===== src/rtl/tx_scrambler_framer.sv =====
// rtl/tx_scrambler_framer.sv - bit-serial 802.11a DATA-field builder and x^7+x^4+1 scrambler
// Emits SERVICE, PSDU, tail and pad bits on a valid/ready stream toward the convolutional encoder.
module tx_scrambler_framer #(
  parameter int NDBPS = 24,
  parameter int LEN_W = 12
) (
  input  logic             Clk,
  input  logic             Reset,
  input  logic             Start,
  input  logic [6:0]       Seed,
  input  logic [LEN_W-1:0] Len,
  input  logic             In_Data,
  input  logic             In_Valid,
  output logic             In_Ready,
  output logic             Out,
  output logic             Out_Valid,
  input  logic             Out_Ready,
  output logic             Busy,
  output logic             Done
);

  localparam int BIT_W = LEN_W + 3;
  localparam int SYM_W = 8;
  localparam logic [6:0] SEED_SUB = 7'b1011101;

  typedef enum logic [2:0] {
    IDLE,
    SERVICE,
    PSDU,
    TAIL,
    PAD,
    DONE
  } state_t;

  state_t           state;
  logic [6:0]       lfsr;
  logic [LEN_W-1:0] len_r;
  logic [BIT_W-1:0] bit_cnt;
  logic [SYM_W-1:0] sym_cnt;
  logic             busy_r;
  logic             done_r;

  logic             fb;
  logic             xfer;
  logic             sym_wrap;
  logic [SYM_W-1:0] sym_next;
  logic [BIT_W-1:0] bit_next;
  logic [BIT_W-1:0] psdu_bits;

  // lfsr[6] is x7, lfsr[3] is x4, lfsr[0] is x1
  assign fb        = lfsr[6] ^ lfsr[3];
  assign psdu_bits = {len_r, 3'b000};
  assign bit_next  = bit_cnt + BIT_W'(1);
  assign sym_wrap  = (sym_cnt == SYM_W'(NDBPS - 1));
  assign sym_next  = sym_wrap ? '0 : sym_cnt + SYM_W'(1);
  assign xfer      = Out_Valid && Out_Ready;
  assign Busy      = busy_r;
  assign Done      = done_r;

  always_comb begin
    Out       = 1'b0;
    Out_Valid = 1'b0;
    In_Ready  = 1'b0;
    case (state)
      SERVICE: begin
        Out_Valid = 1'b1;
        Out       = fb;
      end
      PSDU: begin
        // zero-latency pass-through: upstream handshake is tied to downstream
        Out_Valid = In_Valid;
        In_Ready  = Out_Ready;
        Out       = In_Data ^ fb;
      end
      TAIL: begin
        Out_Valid = 1'b1;
        Out       = 1'b0;
      end
      PAD: begin
        Out_Valid = 1'b1;
        Out       = fb;
      end
      default: begin
        Out       = 1'b0;
        Out_Valid = 1'b0;
        In_Ready  = 1'b0;
      end
    endcase
  end

  always_ff @(posedge Clk) begin
    if (Reset) begin
      state   <= IDLE;
      lfsr    <= '0;
      len_r   <= '0;
      bit_cnt <= '0;
      sym_cnt <= '0;
      busy_r  <= 1'b0;
      done_r  <= 1'b0;
    end else begin
      case (state)
        IDLE: begin
          done_r <= 1'b0;
          if (Start) begin
            lfsr    <= (Seed == 7'd0) ? SEED_SUB : Seed;
            len_r   <= Len;
            bit_cnt <= '0;
            sym_cnt <= '0;
            busy_r  <= 1'b1;
            state   <= SERVICE;
          end
        end
        DONE: begin
          done_r <= 1'b0;
          state  <= IDLE;
        end
        SERVICE, PSDU, TAIL, PAD: begin
          if (xfer) begin
            lfsr    <= {lfsr[5:0], fb};
            sym_cnt <= sym_next;
            bit_cnt <= bit_next;
            case (state)
              SERVICE: begin
                if (bit_cnt == BIT_W'(15)) begin
                  bit_cnt <= '0;
                  state   <= (len_r == '0) ? TAIL : PSDU;
                end
              end
              PSDU: begin
                if (bit_next == psdu_bits) begin
                  bit_cnt <= '0;
                  state   <= TAIL;
                end
              end
              TAIL: begin
                if (bit_cnt == BIT_W'(5)) begin
                  bit_cnt <= '0;
                  if (sym_wrap) begin
                    state  <= DONE;
                    done_r <= 1'b1;
                    busy_r <= 1'b0;
                  end else begin
                    state <= PAD;
                  end
                end
              end
              default: begin
                if (sym_wrap) begin
                  state  <= DONE;
                  done_r <= 1'b1;
                  busy_r <= 1'b0;
                end
              end
            endcase
          end
        end
        default: state <= IDLE;
      endcase
    end
  end

endmodule


===== config.mk =====
export PLATFORM = sky130hd
export DESIGN_NAME = tx_scrambler_framer
export DESIGN_NICKNAME = d
export VERILOG_FILES = /design/src/rtl/tx_scrambler_framer.sv
export SDC_FILE = /design/constraint.sdc
export NUM_CORES = 1
export LEC_CHECK = 0
export ABC_AREA = 1
export CAP_MARGIN = 20
export CORE_MARGIN = 4
export CORE_UTILIZATION = 44
export CTS_CLUSTER_DIAMETER = 200
export DETAILED_ROUTE_END_ITERATION = 12
export HOLD_SLACK_MARGIN = 0.02
export PLACE_DENSITY = 0.67
export SYNTH_ARGS = -nofsm -noshare
export SYNTH_HDL_FRONTEND = slang
export SYNTH_SLANG_ARGS = --single-unit
export TNS_END_PERCENT = 5

===== constraint.sdc =====
create_clock -name Clk -period 2.1 [get_ports Clk]
set_clock_uncertainty 0.05 [all_clocks]
set_input_delay 0.525 -clock Clk [delete_from_list [all_inputs] [get_ports Clk]]
set_output_delay 0.525 -clock Clk [all_outputs]
set_load 0.01 [all_outputs]

==> summary.txt, run 1 <==
First-pass DRT Iterations: 4
Final net count: 543
WL/cell: 12.8 um
Post-Syn Instances: 443
PwrDens: 941 nW/um^2
Post-synth net total: 471
Slew Viols, Final: 0
DRT Wirelength: 7570 um
Hold worst-path end: lfsr[5]
Worst vdd ir: 0.000681 V
Gr busiest metal: met2
Setup slack at placement: -0.302 ns
#FFs+latches synth: 47
Worst endpoint required time: 2.29 ns
Slowest-stage cell, CP: dfxtp_4
Post-synthesis average cell area: 6.72 um^2
DIE WIDTH: 90.2 um
Via density: 5.12
Detail Placement HPWL: 5710 um
CP Class: flip-flop to flip-flop
ANT nets after route: 0
Endpoints failing hold: 0
Top post-synthesis cells by count: 109 x nand2_1, 48 x inv_1, 47 x dfxtp_1
Grt met1 use: 24.6%
Routability-driven placement congestion ratio: 0.923
Top post-synthesis cells by area: dfxtp_1 32%, nand2_1 14%, a21oi_1 6.2%
R2R cell count: 15
Final min period: 2.11 ns
R2R setup slack: -0.008 ns
Post-CTS Hold Buffers: 0
Fillcell total: 611
Clock Latency Late Sink: 0.31 ns
TritonCTS clock tree: built
Row count: 29
Synth unique cells: 35
Area growth syn-to-layout: 29.5%
Ant diodes: 0
Most used DFF post-synth: dfxtp_1
Max_slew headroom: 73.8%
Register area share after synthesis: 31.6%
Worst-margin pin slew: 0.390 ns
Final worst setup slack: -0.00757 ns
Mapped Area: 2980 um^2
FFs w/ async S/R, synth: 0%
Crit-path cells: ha_4, nand2_4, nor2_4, nand3_2, buf_4, a21oi_1, nor2_1, nand2_1, nor2_2, nand3_2, nand2_4, nand3_4, buf_12, nand2_1, a21oi_1
Hold path depth: 2
Outcome: finished, violations left
Worst min path class: flip-flop to flip-flop
GR Util met2: 30.9%
Vias in the first global route: 2854
Worst r2r dst: bit_cnt[1]
Post-synth top area share: 31.6%
Final setup vio count: 1
Count leader, synth: nand2_1
Peak per-stage delay on the critical path: 0.38 ns
Drt drc: 0
Worst r2r src: bit_cnt[0]
Pin count of the biggest net entering global routing: 26
P_leak: 1.56 nW
Pwr Total: 3.63 mW
IO buf count: 29
Root Buffer: clkbuf_8
Initial antenna violation count: 0
Num Clock Sinks: 47
Worst hold slack: 0.430 ns
Failing checks: negative setup slack
Max-cap violations: 0
First-pass GRT wire length: 12800 um
Area of the multi-input gates: 1820 um^2
Worst EP arrival: 2.29 ns
M3 GR Usage: 3.76%
Number of enable flip-flop cells after synthesis: 0
CTS buffer count: 5
Startpoint types: flip-flop
GR Overflow Total: 0
Share of cells above drive strength 1: 24.6%
Worst hold start: lfsr[4]
Core ar.: 6460 um^2
Ys Warns: 0
CTS Buffer Depth: 2
Final period util: 100%
Die Height: 90.2 um
All-layer global routing usage: 18.7%
Crit. End Element: flip-flop
RSZ-0062 raised after global routing: yes
H-tree depth: 2
Vias: 3035
Clk slew on worst S/H paths: 0.10 ns
Critical-path maximum fanout: 15
Leading area contributor after synthesis: dfxtp_1
Initial Util: 46.1%
Fmax: 474 MHz
Sequential cell area: 950 um^2
Area of the die: 8140 um^2
First DRT Iteration DRCs: 122
Top Ports: 30
[routing by layer]
layer | up-vias | routed length, um
met5 | - | 0
met4 | 0 | 99
met3 | 9 | 416
met2 | 71 | 3530
met1 | 1349 | 3520
li1 | 1606 | -
[how the worst max path moves through the flow]
stage	endpoint	startpoint	slack, ns
2_1_floorplan	bit_cnt[10]	bit_cnt[0]	0.07
3_3_place_gp	Out	In_Data	-0.29
3_5_place_dp	Out	In_Data	-0.30
4_1_cts	In_Ready	state[1]	-0.17
5_1_grt	state[0]	bit_cnt[0]	-0.19
6_report	bit_cnt[1]	bit_cnt[0]	-0.008
[through the flow]
step                      util (%)  std cells  area [um^2]  TNS [ns]
after global routing          59.7        593         3850     -2.74
after CTS                     58.2        591         3760     -2.55
after floorplan                  -        443         2980         0
after detailed placement      56.5        582         3650     -3.77
after global placement        56.5        582         3650     -3.31
final                         59.7        593         3850  -0.00757
[critical path: cells and delay by family, from the launching register on]
family,cells,cell delay [ns]
DFF,1,0.38
adders and majority gates,1,0.15
and+or+nand+nor,10,0.86
AOI/OAI and AO/OA,2,0.26
buffers and inverters,2,0.32
[placed cells by master (no fill, tap or decap), types with 3 or more instances in the layout]
cell             netlist  final
a21oi_1               37     37
a21oi_2               10     10
a31oi_1                7      7
buf_4                  1     46
clkbuf_8               0      5
clkdlybuf4s50_1        0     26
dfxtp_1               47     42
dfxtp_2                0      4
inv_1                 48     46
inv_2                  2      4
nand2_1              109    106
nand2_2               15     17
nand2_4                3      4
nand3_1               25     24
nand3_2                4      4
nand3_4                2      3
nand4_1               17     17
nor2_1                30     29
nor2_2                11     10
nor2_4                 5      7
nor3_1                 8      6
nor4_1                 4      4
o21ai_0               29     28
[cell families (layout without fill, tap and decap cells)]
| family | Yosys count | after routing | synth area share [%] |
|---|---|---|---|
| AOI/OAI and AO/OA | 87 | 87 | 16.6 |
| and+or+nand+nor | 237 | 237 | 39.4 |
| buffers and inverters | 64 | 137 | 9.08 |
| DFF | 47 | 47 | 31.6 |
| adders and majority gates | 3 | 3 | 1.26 |
| xor gates and xnor gates | 5 | 5 | 1.98 |
[sequential cells by signal (all words and copies together), names as in the netlist]
register / count
Done: 1
bit_cnt: 15
lfsr: 7
len_r: 12
sym_cnt: 8
state: 3
Busy: 1
[timing repair]
| action | 4_1_cts | 5_1_grt |
|---|---|---|
| buffers inserted | 1 | 2 |
| setup endpoints to repair | 21 | 23 |
| pin swaps | 1 | 4 |
| endpoints found under the hold margin | 0 | 0 |
| gates resized for setup | 7 | 21 |
[power breakdown]
group | leakage (nW) | internal, mW | total [mW] | switching, mW
Clock | 0.0491 | 0.246 | 0.601 | 0.355
Combinational | 1.13 | 0.790 | 1.84 | 1.05
Sequential | 0.386 | 1.07 | 1.18 | 0.115
Total | 1.56 | 2.10 | 3.63 | 1.52
[layout make-up]
cell class                      instances  share of cell area, %
Timing Repair Buffer                   79                   18.2
Tap cell                               77                   2.50
Sequential cell                        47                   24.6
Multi-Input combinational cell        332                   47.3
Clock buffer                            5                   1.79
Clock inverter                          3                  0.682
Inverter                               50                   4.87
Note: power is estimated with default switching activity, not from simulation.
==> run 2: changes to the inputs <==
--- a/config.mk
+++ b/config.mk
@@ -7,6 +7,7 @@
 export LEC_CHECK = 0
 export ABC_AREA = 1
 export CAP_MARGIN = 20
+export CORE_ASPECT_RATIO = 0.75
 export CORE_MARGIN = 4
 export CORE_UTILIZATION = 44
 export CTS_CLUSTER_DIAMETER = 200
==> run 2 against run 1 <==
The flow still finishes with violations (negative setup slack). Clock-buffer cell count is the same. Sequential cell count is the same. Critical path depth grew 3. Via count grew 2.8%. Sequential share of layout area shrank 0.30 points. Highest routed layer unchanged. Worst hold slack gained 0.0037 ns. Wire length grew 8.4%. Combinational power shrank 3%.
==> summary.txt, run 2 (synthesis results as in run 1) <==
Outcome: finished, violations left
Failing checks: negative setup slack
Post-CTS Hold Buffers: 0 (unchanged)
First-pass DRT Iterations: 5 (+1)
Pin count of the biggest net entering global routing: 26 (unchanged)
Hold worst-path end: lfsr[5]
Num Clock Sinks: 47 (unchanged)
First DRT Iteration DRCs: 173 (+42%)
P_leak: 1.55 nW (-0.47%)
Area growth syn-to-layout: 31.1%
Max_slew headroom: 68.8% (-5.0 points)
CTS Buffer Depth: 2 (unchanged)
Fillcell total: 612 (+0.16%)
Final net count: 544 (+0.18%)
Vias in the first global route: 2746 (-3.8%)
First-pass GRT wire length: 13100 um (+2.7%)
Area of the multi-input gates: 1870 um^2 (+2.7%)
Initial Util: 46.2% (+0.11 points)
PwrDens: 912 nW/um^2 (-3.0%)
Die Height: 79.2 um (-12%)
Final worst setup slack: -0.0411 ns (-0.0335 ns)
Core ar.: 6440 um^2 (-0.23%)
Largest register FFs: 15 (unchanged)
Worst EP arrival: 2.33 ns (+0.04 ns)
Worst hold start: lfsr[4]
Worst r2r dst: state[1]
DIE WIDTH: 103 um (+14%)
Share of cells above drive strength 1: 27.3% (+2.7 points)
Largest reg by FF count: bit_cnt
Commonest non-fill, non-tap cell in the layout: nand2_1
RSZ-0062 raised after global routing: yes
Critical-path maximum fanout: 5 (-10)
ANT nets after route: 0 (unchanged)
Sequential cell area: 950 um^2 (unchanged)
R2R cell count: 18 (+3)
Setup TNS: -0.472 ns (-0.465 ns)
Endpoints failing hold: 0 (unchanged)
WL/cell: 13.7 um (+7.5%)
Worst hold slack: 0.433 ns (+0.00371 ns)
Hold path depth: 2 (unchanged)
Initial antenna violation count: 0 (unchanged)
Most frequent cells in the layout: 100 x nand2_1, 46 x buf_4, 44 x inv_1, 40 x dfxtp_1, 36 x a21oi_1
Area of the die: 8160 um^2 (+0.17%)
Final period util: 102% (+1.6 points)
Vias: 3121 (+2.8%)
H-tree depth: 2 (unchanged)
Post-Layout Cell Count: 598 (+0.84%)
All-layer global routing usage: 20.1% (+1.4 points)
Drt drc: 0 (unchanged)
Worst vdd ir: 0.000449 V (-34%)
IO buf count: 29 (unchanged)
Routability-driven placement congestion ratio: 0.866 (-6.2%)
Clk slew on worst S/H paths: 0.10 ns (about the same)
GR Overflow Total: 0 (unchanged)
Final setup vio count: 18 (+17)
Worst min path class: flip-flop to flip-flop
CTS buffer count: 5 (unchanged)
Final min period: 2.14 ns (+0.0335 ns)
Crit. End Element: flip-flop
Top Ports: 30 (unchanged)
Max-cap violations: 0 (unchanged)
R2R setup slack: -0.04 ns (-0.03 ns)
Row count: 25 (-14%)
Worst endpoint required time: 2.29 ns (about the same)
Fmax: 467 MHz (-1.6%)
Worst r2r src: bit_cnt[0]
TritonCTS clock tree: built
Worst-margin pin slew: 0.464 ns (+0.0739 ns)
DRT Wirelength: 8200 um (+8.4%)
Via density: 5.22 (+2.0%)
Root Buffer: clkbuf_8
Regs by FF count: bit_cnt: 15 flops, len_r: 12 flops, sym_cnt: 8 flops
Startpoint types: flip-flop
Slew Viols, Final: 0 (unchanged)
Placed insts: 586 (+0.69%)
Ant diodes: 0 (unchanged)
Detail Placement HPWL: 6190 um (+8.4%)
Clock Latency Late Sink: 0.30 ns (about the same)
CP Class: flip-flop to flip-flop
[run 2: cell types whose count changed in the layout (fill, tap and decap cells not counted), moves of 2 or more]
cell	previous run	this run
nand2_1	106	100
dfxtp_1	42	40
inv_1	46	44
inv_2	4	6
dfxtp_2	4	7
clkinvlp_4	0	2
nand2_2	17	22
[run 2: stage by stage]
stage	area [um^2]	utilization [%]	worst slack, ns	total power [mW]
after detailed placement	3650	56.7	-0.307	2.86
after CTS	3760	58.3	-0.125	3.46
after global placement	3650	56.7	-0.278	2.83
after global routing	3900	60.5	-0.171	3.82
final	3900	60.5	-0.0411	3.56
after floorplan	2980	-	0.0661	2.31
[run 2: critical path: stages, from the launching register on]
cell	delay (ns)
dfxtp_2	0.37
buf_6	0.13
nand2_4	0.05
nor2_4	0.14
buf_12	0.12
buf_12	0.09
nand4_1	0.12
nand2_1	0.09
nand2_1	0.06
nand2_2	0.08
nand3_2	0.07
nor2_2	0.11
nand3_2	0.10
nand2_4	0.12
buf_6	0.12
nand3_4	0.07
nand2_1	0.07
inv_1	0.03
nor2_1	0.09
[run 2: layer usage]
layer / part of all wire [%] / global-route usage (%) / vias to the layer above
li1: - / - / 1615
met1: 50 / 30.3 / 1417
met2: 43 / 30.1 / 82
met3: 6.7 / 3.51 / 7
met4: 0.69 / 3.49 / 0
met5: 0 / 0 / -
[run 2: final cells by class]
class                           instances  area share [%]
Multi-Input combinational cell        333            48.0
Sequential cell                        47            24.3
Timing Repair Buffer                   79            17.9
Inverter                               50            4.81
Tap cell                               81            2.60
Clock buffer                            5            1.76
Clock inverter                          3           0.609
[run 2: where the power goes]
part | internal, mW | switching (mW) | leakage, nW | total, mW
registers | 1.07 | 0.115 | 0.387 | 1.18
logic | 0.705 | 1.09 | 1.13 | 1.79
clock network | 0.239 | 0.345 | 0.0408 | 0.584
total | 2.01 | 1.55 | 1.55 | 3.56
[run 2: repair_timing]
item | in CTS | in global routing
setup endpoints to repair | 21 | 20
pin swaps | 4 | 16
gates resized for setup | 11 | 30
setup buffers | 0 | 3
cloned | 0 | 1
[run 2: worst max path at each step]
stage,startpoint,end,slack [ns],cells after the start
floorplan,bit_cnt[0],bit_cnt[10],0.07,13
global placement,In_Data,Out,-0.28,4
detailed placement,In_Data,Out,-0.31,4
CTS,bit_cnt[0],bit_cnt[0],-0.12,14
global route,bit_cnt[0],state[0],-0.17,18
finish,bit_cnt[0],state[1],-0.04,18
==> run 3: changes to the inputs <==
--- a/config.mk
+++ b/config.mk
@@ -14,6 +14,7 @@
 export DETAILED_ROUTE_END_ITERATION = 12
 export HOLD_SLACK_MARGIN = 0.02
 export PLACE_DENSITY = 0.67
+export SETUP_SLACK_MARGIN = 0.05
 export SYNTH_ARGS = -nofsm -noshare
 export SYNTH_HDL_FRONTEND = slang
 export SYNTH_SLANG_ARGS = --single-unit
==> run 3 against run 2 <==
The flow still finishes with violations (negative setup slack). Worst hold slack better by 0.0015 ns. Final cell count stayed put. Core utilization stayed put. Maximum frequency grew 0.27%. First-iteration DRC count is 6.9% higher. Clock power about the same. Design area unchanged. Sequential cell count did not move. Sequential power barely moved. Via count is 0.83% higher. Largest cell class unchanged. Highest routed layer unchanged.
==> summary.txt, run 3 (synthesis results as in run 1) <==
Final period util: 102% (-0.28 points)
First-pass DRT Iterations: 5 (unchanged)
Clock Latency Late Sink: 0.30 ns (about the same)
Area growth syn-to-layout: 31.1% (unchanged)
All-layer global routing usage: 20.5% (+0.40 points)
P_leak: 1.56 nW (about the same)
Largest register FFs: 15 (unchanged)
Setup slack at placement: -0.307 ns (unchanged)
Largest reg by FF count: bit_cnt
Sequential cell area: 950 um^2 (unchanged)
Post-Place Cell Area: 3650 um^2 (unchanged)
Area of the die: 8160 um^2 (unchanged)
Post-Layout Cell Count: 598 (unchanged)
Ant diodes: 0 (unchanged)
Critical-path maximum fanout: 6 (+1)
Failing checks: negative setup slack
Fillcell total: 619 (+1.1%)
Slew Viols, Final: 0 (unchanged)
Regs by FF count: bit_cnt: 15 flops, len_r: 12 flops, sym_cnt: 8 flops
Vias in the first global route: 2761 (+0.55%)
Setup TNS: -0.416 ns (+0.0559 ns)
First DRT Iteration DRCs: 185 (+6.9%)
First-pass GRT wire length: 13300 um (+1.7%)
Drt drc: 0 (unchanged)
CP Class: flip-flop to flip-flop
Post-CTS Hold Buffers: 0 (unchanged)
Num Clock Sinks: 47 (unchanged)
Worst min path class: flip-flop to flip-flop
Endpoints failing hold: 0 (unchanged)
CTS buffer count: 5 (unchanged)
Clk slew on worst S/H paths: 0.10 ns (about the same)
Pwr Total: 3.57 mW (+0.17%)
RSZ-0062 raised after global routing: yes
CTS Buffer Depth: 2 (unchanged)
Final net count: 544 (unchanged)
Final setup vio count: 18 (unchanged)
Max-cap violations: 0 (unchanged)
Worst EP arrival: 2.33 ns (about the same)
Worst r2r src: bit_cnt[0]
WL/cell: 13.8 um (+0.60%)
Worst-margin pin slew: 0.462 ns (-0.00229 ns)
Root Buffer: clkbuf_8
DRT Wirelength: 8250 um (+0.60%)
Row count: 25 (unchanged)
Share of cells above drive strength 1: 27.7% (+0.39 points)
Initial antenna violation count: 0 (unchanged)
Top Ports: 30 (unchanged)
DIE WIDTH: 103 um (unchanged)
Worst vdd ir: 0.000466 V (+3.9%)
Startpoint types: flip-flop
Pin count of the biggest net entering global routing: 26 (unchanged)
Design area: 3900 um^2 (unchanged)
Most frequent cells in the layout: 98 x nand2_1, 46 x buf_4, 44 x inv_1, 40 x dfxtp_1, 36 x a21oi_1
Max_slew headroom: 68.9% (+0.15 points)
Via density: 5.26 (+0.83%)
GR Overflow Total: 0 (unchanged)
Core ar.: 6440 um^2 (unchanged)
Worst endpoint required time: 2.29 ns (about the same)
ANT nets after route: 0 (unchanged)
Area of the multi-input gates: 1880 um^2 (+0.27%)
Worst hold start: lfsr[4]
Final min period: 2.14 ns (-0.00580 ns)
Routability-driven placement congestion ratio: 0.866 (unchanged)
Fmax: 468 MHz (+0.27%)
Hold path depth: 2 (unchanged)
H-tree depth: 2 (unchanged)
Initial Util: 46.2% (unchanged)
Detail Placement HPWL: 6190 um (unchanged)
IO buf count: 29 (unchanged)
R2R cell count: 16 (-2)
Crit. End Element: flip-flop
TritonCTS clock tree: built
Placed insts: 586 (unchanged)
Commonest non-fill, non-tap cell in the layout: nand2_1
PwrDens: 914 nW/um^2 (+0.17%)
R2R setup slack: -0.04 ns (about the same)
Die Height: 79.2 um (unchanged)
Outcome: finished, violations left
Final worst setup slack: -0.0353 ns (+0.00580 ns)
Worst r2r dst: state[1]
Hold worst-path end: lfsr[5]
Vias: 3147 (+0.83%)
==> run 3: power breakdown <==
group	internal, mW	leakage (nW)	total [mW]	switching, mW
Sequential	1.07	0.387	1.18	0.115
Clock	0.239	0.0408	0.584	0.345
Combinational	0.702	1.13	1.80	1.10
==> run 3: worst max-delay path by stage <==
stage,startpoint,to,cells after the start
5_1_grt,bit_cnt[0],bit_cnt[3],16
3_5_place_dp,In_Data,Out,4
4_1_cts,bit_cnt[0],state[1],16
2_1_floorplan,bit_cnt[0],bit_cnt[10],13
3_3_place_gp,In_Data,Out,4
6_report,bit_cnt[0],state[1],16
==> run 3: area by class of cell <==
type,count,share of cell area (%)
clock buffers,5,1.76
inverters,50,4.81
repair buffers,79,17.7
clock inverters,3,0.609
well taps,81,2.60
multi-input cells,333,48.1
flip-flops and latches,47,24.3
==> run 3: critical path, stage by stage, from the launching register on <==
cell	delay, ns
dfxtp_2	0.37
ha_4	0.15
nand2_4	0.07
nor2_4	0.26
nand3_2	0.12
nand3_1	0.09
nand2_1	0.05
nor2_1	0.12
nand2_2	0.09
nor2_2	0.10
nand3_2	0.09
nand2_4	0.12
buf_6	0.12
nand3_4	0.07
nand2_1	0.07
inv_1	0.03
nor2_1	0.09
==> run 3: timing repair <==
| item | 4_1_cts | 5_1_grt |
|---|---|---|
| gates resized for setup | 15 | 30 |
| setup endpoints to repair | 21 | 22 |
| setup buffers | 0 | 3 |
| endpoints found under the hold margin | 0 | 0 |
| pin swaps | 4 | 16 |
| cloned | 1 | 0 |
==> run 3: metal layers <==
layer	share of wire, %	global-route usage, %
met1	51	31.2
met2	43	30.5
met3	5.5	3.51
met4	0.69	3.49
met5	0	0
==> run 3: per-stage QoR <==
| step | utilization [%] | hold slack [ns] |
|---|---|---|
| floorplan | - | 0.394 |
| global placement | 56.7 | 0.419 |
| detailed placement | 56.7 | 0.420 |
| CTS | 58.6 | 0.436 |
| global route | 60.5 | 0.458 |
| finish | 60.5 | 0.435 |
